[src/rtl/fsb_pkg.sv]
// Shared widths and types for the FSB-to-host transmit path.
// Clients send 80-bit packets. Each packet is zero-padded to 128 bits and sent as 32-bit words.
package fsb_pkg;

    localparam int fsb_ring_width_gp = 80;
    localparam int fsb_axis_width_gp = 32;
    localparam int fsb_pkt_beats_gp  = 4;
    localparam int fsb_pad_width_gp  = fsb_axis_width_gp * fsb_pkt_beats_gp;

    typedef logic [fsb_ring_width_gp-1:0] fsb_pkt_s;

    typedef enum logic [0:0] {
        IDLE = 1'b0,
        SEND = 1'b1
    } fsb_tx_state_e;

endpackage

[src/rtl/bsg_arb_round_robin.sv]
// Round-robin arbiter. It makes a combinational one-hot grant from reqs_i.
// The priority pointer moves past the winner only when yumi_i accepts the grant.
module bsg_arb_round_robin #(
    parameter int width_p = 4
) (
    input  logic               clk_i,
    input  logic               reset_i,
    input  logic [width_p-1:0] reqs_i,
    output logic [width_p-1:0] grants_o,
    input  logic               yumi_i
);

    localparam int ptr_w_lp = (width_p > 1) ? $clog2(width_p) : 1;

    logic [ptr_w_lp-1:0] ptr_q, ptr_d;
    logic [ptr_w_lp-1:0] winner_w;
    logic                found_w;
    int                  idx_w;

    // Scan upward from the pointer with wrap; first requester wins
    always_comb begin
        grants_o = '0;
        winner_w = '0;
        found_w  = 1'b0;
        idx_w    = 0;
        for (int i = 0; i < width_p; i++) begin
            idx_w = int'(ptr_q) + i;
            if (idx_w >= width_p) begin
                idx_w = idx_w - width_p;
            end else begin
                idx_w = idx_w;
            end
            if (!found_w && reqs_i[idx_w]) begin
                found_w          = 1'b1;
                winner_w         = ptr_w_lp'(idx_w);
                grants_o[idx_w]  = 1'b1;
            end else begin
                found_w = found_w;
            end
        end
    end

    // Pointer next-state: one past the accepted winner
    always_comb begin
        ptr_d = ptr_q;
        if (yumi_i && found_w) begin
            if (winner_w == ptr_w_lp'(width_p - 1)) begin
                ptr_d = '0;
            end else begin
                ptr_d = winner_w + 1'b1;
            end
        end else begin
            ptr_d = ptr_q;
        end
    end

    // Pointer register
    always_ff @(posedge clk_i) begin
        if (reset_i) begin
            ptr_q <= '0;
        end else begin
            ptr_q <= ptr_d;
        end
    end

endmodule

[src/rtl/fsb_host_tx_arbiter.sv]
// Picks one client packet with round-robin arbitration and sends it to the host stream.
// The padded 128-bit packet goes out as four words, least-significant word first.
module fsb_host_tx_arbiter
    import fsb_pkg::*;
#(
    parameter int num_clients_p = 4,
    parameter int ring_width_p  = fsb_ring_width_gp,
    parameter int axis_width_p  = fsb_axis_width_gp
) (
    input  logic                                  clk_i,
    input  logic                                  reset_i,
    input  logic [num_clients_p-1:0]              v_i,
    input  logic [num_clients_p*ring_width_p-1:0] data_i,
    output logic [num_clients_p-1:0]              yumi_o,
    output logic                                  axis_tvalid_o,
    input  logic                                  axis_tready_i,
    output logic [axis_width_p-1:0]               axis_tdata_o,
    output logic                                  axis_tlast_o,
    output logic [$clog2(num_clients_p)-1:0]      grant_id_o,
    output logic [31:0]                           pkt_count_o
);

    localparam int beats_lp  = fsb_pad_width_gp / axis_width_p;
    localparam int beat_w_lp = $clog2(beats_lp);
    localparam int id_w_lp   = $clog2(num_clients_p);
    localparam int pad_lp    = fsb_pad_width_gp - ring_width_p;

    fsb_tx_state_e               state_q, state_d;
    logic [beat_w_lp-1:0]        beat_q, beat_d;
    logic [fsb_pad_width_gp-1:0] pkt_q, pkt_d;
    logic [id_w_lp-1:0]          grant_id_q, grant_id_d;
    logic [31:0]                 pkt_count_q, pkt_count_d;

    logic [num_clients_p-1:0]    grants_w;
    logic [id_w_lp-1:0]          winner_w;
    logic                        hs_w, last_w, accept_w, grant_w;

    assign hs_w     = (state_q == SEND) & axis_tready_i;
    assign last_w   = (state_q == SEND) & (beat_q == beat_w_lp'(beats_lp - 1));
    // Reset blocks acceptance: a packet consumed during reset would otherwise be lost
    assign accept_w = ~reset_i & ((state_q == IDLE) | (last_w & axis_tready_i));
    assign grant_w  = accept_w & (|v_i);

    bsg_arb_round_robin #(
        .width_p (num_clients_p)
    ) u_arb (
        .clk_i    (clk_i),
        .reset_i  (reset_i),
        .reqs_i   (v_i),
        .grants_o (grants_w),
        .yumi_i   (grant_w)
    );

    assign yumi_o = grant_w ? grants_w : '0;

    // One-hot grant to client index
    always_comb begin
        winner_w = '0;
        for (int i = 0; i < num_clients_p; i++) begin
            if (grants_w[i]) begin
                winner_w = id_w_lp'(i);
            end else begin
                winner_w = winner_w;
            end
        end
    end

    // Serializer next-state: beat advance, delivery count, packet load
    always_comb begin
        state_d     = state_q;
        beat_d      = beat_q;
        pkt_d       = pkt_q;
        grant_id_d  = grant_id_q;
        pkt_count_d = pkt_count_q;
        if (hs_w) begin
            beat_d = beat_q + 1'b1;
            if (last_w) begin
                pkt_count_d = pkt_count_q + 32'd1;
            end else begin
                pkt_count_d = pkt_count_q;
            end
        end else begin
            beat_d = beat_q;
        end
        if (grant_w) begin
            pkt_d      = {{pad_lp{1'b0}}, data_i[winner_w*ring_width_p +: ring_width_p]};
            grant_id_d = winner_w;
            beat_d     = '0;
            state_d    = SEND;
        end else if (accept_w) begin
            state_d = IDLE;
        end else begin
            state_d = state_q;
        end
    end

    // State and datapath registers
    always_ff @(posedge clk_i) begin
        if (reset_i) begin
            state_q     <= IDLE;
            beat_q      <= '0;
            pkt_q       <= '0;
            grant_id_q  <= '0;
            pkt_count_q <= 32'd0;
        end else begin
            state_q     <= state_d;
            beat_q      <= beat_d;
            pkt_q       <= pkt_d;
            grant_id_q  <= grant_id_d;
            pkt_count_q <= pkt_count_d;
        end
    end

    assign axis_tvalid_o = (state_q == SEND);
    assign axis_tdata_o  = pkt_q[beat_q*axis_width_p +: axis_width_p];
    assign axis_tlast_o  = last_w;
    assign grant_id_o    = grant_id_q;
    assign pkt_count_o   = pkt_count_q;

endmodule

[config.mk]
export PLATFORM = sky130hd
export DESIGN_NAME = fsb_host_tx_arbiter
export DESIGN_NICKNAME = d
export VERILOG_FILES = /design/src/rtl/fsb_pkg.sv /design/src/rtl/bsg_arb_round_robin.sv /design/src/rtl/fsb_host_tx_arbiter.sv
export SDC_FILE = /design/constraint.sdc
export NUM_CORES = 1
export LEC_CHECK = 0
export CAP_MARGIN = 5
export CORE_ASPECT_RATIO = 0.9
export CORE_MARGIN = 5
export CORE_UTILIZATION = 35
export CTS_BUF_LIST = sky130_fd_sc_hd__clkbuf_4
export DETAILED_ROUTE_END_ITERATION = 6
export GPL_TIMING_DRIVEN = 1
export HOLD_SLACK_MARGIN = 0.15
export PLACE_DENSITY = 0.72
export SLEW_MARGIN = 20
export SYNTH_ARGS = -nofsm -noshare
export SYNTH_HDL_FRONTEND = slang
export SYNTH_HIERARCHICAL = 1
export SYNTH_SLANG_ARGS = --single-unit
[constraint.sdc]
create_clock -name clk_i -period 3.8 [get_ports clk_i]
set_clock_uncertainty 0.15 [all_clocks]
set_input_delay 0.38 -clock clk_i [delete_from_list [all_inputs] [get_ports clk_i]]
set_output_delay 0.38 -clock clk_i [all_outputs]
set_load 0.05 [all_outputs]
==> impl_metrics.ini, run 1 <==
[timing]
setup_tns_ns = 0
finalHoldViolations = 0
slew_viol_final = 0
min_period_ns = 3.60
setup_viol = 0
rsz0062_at_grt = false
worstMarginPinSlew_ns = 0.896
fmax_mhz = 278
period_share = 0.946
maxSlewHeadroom = 0.403
hold-worst-slack_ns = 0.300

[critical_path]
crit_cells = 10
worstPathArrival_ns = 3.07
r2r_end = pkt_q[8]
critPathTopFamily = simple AND/OR/NAND/NOR gates
worstPathCellList = inv_1 -> ha_2 -> mux4_2 -> and2b_1 -> a22oi_1 -> nor2_1 -> a221o_4 -> buf_6 -> and2_1 -> buf_4
crit_type = register to primary output
cp_max_fo = 21
reg2reg_from = u_arb/ptr_q[1]
path_buf_inv = 3
r2r_cells = 10
critPathSlowestCell = ha_2
r2r_setup_slack_ns = 0.41
critPathCaptureType = primary output
critPathRequiredTime_ns = 3.27
cp-startpoint = u_arb/ptr_q[1]
crit_path_start_kind = register
cp-endpoint = yumi_o[3]
max_stage_delay_ns = 0.42

[drt]
vias = 8650
routed_wirelength_um = 34400
avgViaCountPerCell = 5.44
ant_nets = 0
drc_errors = 0
dr.first_iter.drc_count = 603
dr.pass1.iters = 5
wire_per_inst_um = 21.6

[placement]
hpwl_um = 26300
dpl.cell_count = 1553
place.gp.congestion = 0.940
io_buffers = 398

[yosys]
synth.avg_cell_area_um2 = 8.51
synth_mux_area_frac = 0.173
yosys.area_share.simple = 0.168
yosysWarnings = 6
synth_cell_types = 48
netlist_area_um2 = 7790
syn_inst = 916
synth-xor-area-share = 0.0124
synth_compound_area_frac = 0.236
synthAdderAreaFrac = 0.0161
synth_nets = 1253
yosys_register_bits = 119
synth_top_family_by_area = compound AO/OA/AOI/OAI gates
synth-seq-area-share = 0.306

[cts]
postCtsResizedCells = 1
tritoncts = done
post-cts-setup-buffers = 0
clockBufferDepth = 2
cts_made_buffers = 17
clkLatencyLatePin_ns = 0.53
cts-root-buf = clkbuf_4
cts_hold_buffers = 0
h-tree-depth = 4
clkTransAtPathRegs_ns = 0.12
cts.sinks = 119

[run]
max_cap_viol_count = 0

[final_layout]
areaGrowthSynthToFinish_pct = 60.3
layout-drive-gt1-share = 0.0851
layout.nets = 1618
regArea_um2 = 2380
instances_no_fill = 1591
multi_input_area_um2 = 4770
fillCellCount = 2006

[floorplanning]
coreArea_um2 = 21800
dieHeight_um = 152
io_pins = 399
dieArea_um2 = 25400
start_util = 0.358
num_rows = 51
dieWidth_um = 167

[global_route]
grt-ovfl-total = 0
grt_first_pass_wirelength_um = 50600
grt_max_degree = 95
grt_pass1_vias = 8568
track_usage = 0.257
antenna_found_initial = 8

[pwr]
peakVddDrop_mv = 0.179
p_leak_nw = 5.04
p_per_area_nw_per_um2 = 342

[run_status]
status = finished clean

[worst_hold_path]
hold_class = input pin to register
metal layers:
metal  GRT usage  share of wire  vias to the layer above
li1            -              -                     4183
met1       0.318           0.42                     4086
met2       0.446           0.49                      334
met3      0.0591          0.067                       47
met4      0.0872          0.025                        0
met5           0              0                        -
synth_stat cells, drive strengths merged:
cell type / instances / area share
mux2: 8 / 0.013
nor4: 9 / 0.0080
nor4b: 1 / 0.0011
nand2b: 1 / 0.00080
or3: 14 / 0.012
o21ai: 38 / 0.024
nor3: 8 / 0.0051
o22a: 75 / 0.084
o311a: 1 / 0.0013
nand3: 20 / 0.013
buf: 26 / 0.018
o221ai: 1 / 0.0011
a31oi: 1 / 0.00080
ha: 10 / 0.016
or2: 7 / 0.0056
a21bo: 1 / 0.0013
clkinv: 2 / 0.00096
mux2i: 120 / 0.15
a221oi: 75 / 0.084
nor2b: 5 / 0.0040
o311ai: 7 / 0.0079
and2: 5 / 0.0040
nor2: 45 / 0.022
and2b: 1 / 0.00096
dfxtp: 119 / 0.31
inv: 88 / 0.042
nand4: 8 / 0.0064
a211oi: 2 / 0.0019
a22oi: 4 / 0.0039
and3: 79 / 0.063
xor2: 2 / 0.0022
o22ai: 1 / 0.00080
nand2: 33 / 0.016
xnor2: 9 / 0.010
mux4: 2 / 0.0058
clkbuf: 55 / 0.026
and4: 3 / 0.0037
o41ai: 7 / 0.0079
a21oi: 15 / 0.0096
or4: 3 / 0.0029
o21ba: 1 / 0.0013
a221o: 4 / 0.0058
per-stage QoR:
step | worst slack, ns | cell area (um2) | power, mW | utilization
2_1_floorplan | 0.225 | 7790 | 2.44 | -
3_3_place_gp | 0.176 | 12200 | 3.26 | 0.559
3_5_place_dp | 0.118 | 12200 | 3.28 | 0.559
4_1_cts | 0.0542 | 12500 | 4.31 | 0.573
5_1_grt | 0.00913 | 12500 | 4.49 | 0.574
6_report | 0.205 | 12500 | 4.27 | 0.574
how the worst min path moves through the flow:
stage / startpoint / to / slack [ns] / cells past startpoint
2_1_floorplan: pkt_q[0] / pkt_q[0] / 0.29 / 2
3_3_place_gp: pkt_q[79] / pkt_q[79] / 0.31 / 2
3_5_place_dp: pkt_q[79] / pkt_q[79] / 0.32 / 2
4_1_cts: data_i[179] / pkt_q[19] / 0.25 / 2
5_1_grt: data_i[223] / pkt_q[63] / 0.25 / 2
6_report: data_i[192] / pkt_q[32] / 0.30 / 2
registers in the layout, indices dropped and copies added, names as in the netlist:
name           flops
pkt_q             80
pkt_count_o       32
beat_q             2
grant_id_o         2
u_arb/ptr_q        2
axis_tvalid_o      1
cell usage in the layout (no fill, tap or decap), types with 7 or more instances in the layout:
cell	count
or3_1	12
buf_12	13
inv_1	88
and3_1	79
dfxtp_1	117
nor4_1	8
o22a_1	75
nand2_1	33
buf_4	35
nor3_1	8
clkbuf_4	19
nor2_1	44
o41ai_1	7
nand4_1	8
xnor2_1	9
o21ai_0	37
ha_1	9
or2_2	7
diode_2	7
a21oi_1	15
a221oi_1	75
clkdlybuf4s50_1	378
o311ai_0	7
nand3_1	19
mux2i_1	120
final cells by class:
class	count	share of cell area
Multi-Input combinational cell	626	0.382
Timing Repair Buffer	427	0.345
Clock buffer	19	0.0114
Antenna cell	7	0.00140
Sequential cell	119	0.191
Inverter	90	0.0270
Tap cell	291	0.0291
Clock inverter	12	0.0127
cells by family after synthesis:
kind of cell / count (synthesis)
multiplexers: 130
AO/OA/AOI/OAI: 233
XOR/XNOR: 11
buffers and inverters: 171
adder cells (fa/ha/maj): 10
AND/OR/NAND/NOR: 242
flip-flops: 119
power by group:
part	switching [mW]	internal (mW)	total [mW]	leakage [nW]
Combinational	0.913	0.868	1.78	3.89
Sequential	0.0872	1.39	1.48	0.980
Clock	0.491	0.523	1.01	0.166
(Power assumes the default switching activity.)
==> inputs of run 2 (changes only) <==
SETUP_SLACK_MARGIN = 0.15   (was default)
==> impl_metrics.ini, run 2 (synthesis gave the netlist of run 1 again) <==
[cts]
cts.sinks = 119
cts_made_buffers = 17
tritoncts = done
cts-root-buf = clkbuf_4
h-tree-depth = 4
clkLatencyLatePin_ns = 0.53
clockBufferDepth = 2
clkTransAtPathRegs_ns = 0.12

[final_layout]
areaGrowthSynthToFinish_pct = 60.5
fillCellCount = 2004
multi_input_area_um2 = 4790
regArea_um2 = 2380
largest_reg_flops = 80
layout-drive-gt1-share = 0.0866
final_common_cell = clkdlybuf4s50_1
layout.nets = 1618
top_register = pkt_q
instances_no_fill = 1591
final_cell_mix = clkdlybuf4s50_1 (378), mux2i_1 (120), dfxtp_1 (117), inv_1 (87), and3_1 (79)

[global_route]
grt_first_pass_wirelength_um = 50600
use_met1 = 0.318
antenna_found_initial = 8
grt-ovfl-total = 0
use_met2 = 0.446
grt_pass1_vias = 8568
track_usage = 0.257
use_met3 = 0.0591
grt_max_degree = 95
grt_busiest_layer = met2

[timing]
fin_ws_ns = 0.302
worstMarginPinSlew_ns = 0.904
hold-worst-slack_ns = 0.294
fmax_mhz = 286
setup_viol = 0
setup_tns_ns = 0
slew_viol_final = 0
period_share = 0.921
rsz0062_at_grt = false
maxSlewHeadroom = 0.397
finalHoldViolations = 0
min_period_ns = 3.50

[critical_path]
critPathRequiredTime_ns = 3.27
critPathCaptureType = primary output
cp-startpoint = u_arb/ptr_q[0]
crit_type = register to primary output
worstPathArrival_ns = 2.97
worstPathCellList = inv_1 -> ha_4 -> mux4_2 -> and2b_2 -> a22oi_1 -> nor2_1 -> a221o_4 -> buf_8 -> and2_1 -> buf_4
crit_path_start_kind = register
max_stage_delay_ns = 0.37
cp_max_fo = 21
reg2reg_from = u_arb/ptr_q[0]
critPathSlowestCell = a221o_4

[drt]
dr.pass1.iters = 5
ant_nets = 0
wire_per_inst_um = 21.6
routed_wirelength_um = 34400
avgViaCountPerCell = 5.46
vias = 8688
drc_errors = 0
dr.first_iter.drc_count = 568

[placement]
place.gp.congestion = 0.940
hpwl_um = 26300
io_buffers = 398
dpl.cell_count = 1553
place_ws_ns = 0.118

[worst_hold_path]
hold_class = input pin to register
min_from = data_i[192]

[pwr]
peakVddDrop_mv = 0.180
p_per_area_nw_per_um2 = 342
total_power_mw = 4.28
p_leak_nw = 5.04

[floorplanning]
coreArea_um2 = 21800
num_rows = 51
start_util = 0.358
dieWidth_um = 167
dieArea_um2 = 25400
dieHeight_um = 152
io_pins = 399

[run_status]
status = finished clean

[run]
max_cap_viol_count = 0
-- run 2: path summary, 6_finish.rpt --
check                                 end  slack [ns]  cells past startpoint
worst max-delay path            yumi_o[3]        0.30                     10
worst min-delay path            pkt_q[32]        0.29                      2
worst max register to register   pkt_q[8]        0.48                     10
worst min register to register   pkt_q[3]        0.34                      2
-- run 2: metal layers --
layer  wire length, um  share of wire  vias to the layer above
met3              2180          0.063                       57
met5                 0              0                        -
met4               916          0.027                        0
met1             14600           0.42                     4095
met2             16800           0.49                      348
li1                  -              -                     4188
-- run 2: cell type report --
class	count	share of cell area
diodes	7	0.00140
clock buffers	19	0.0114
clock inverters	12	0.0127
inverters	90	0.0270
multi-input cells	626	0.382
flip-flops and latches	119	0.191
well taps	291	0.0291
repair buffers	427	0.345
-- run 2: what timing repair did --
item                                    in CTS  in global routing
hold buffers                                 0                  0
resized for setup                            3                  5
pin swaps                                    0                  0
endpoints found under the setup margin       3                  2
setup buffers                                0                  0
-- run 2: report_power, final --
| part | internal, mW | switching, mW |
|---|---|---|
| Clock | 0.522 | 0.492 |
| Combinational | 0.872 | 0.917 |
| Sequential | 1.39 | 0.0874 |
-- run 2: critical path: cells and delay by family (launching register included) --
kind,cells,cell delay [ns]
simple gates,3,0.49
compound gates,2,0.52
mux,1,0.31
flops,1,0.32
buf+inv,3,0.54
fa+ha+maj,1,0.26
-- run 2: per-stage QoR --
step	utilization	area, um2
2_1_floorplan	-	7790
3_3_place_gp	0.559	12200
3_5_place_dp	0.559	12200
4_1_cts	0.573	12500
5_1_grt	0.575	12500
6_report	0.575	12500
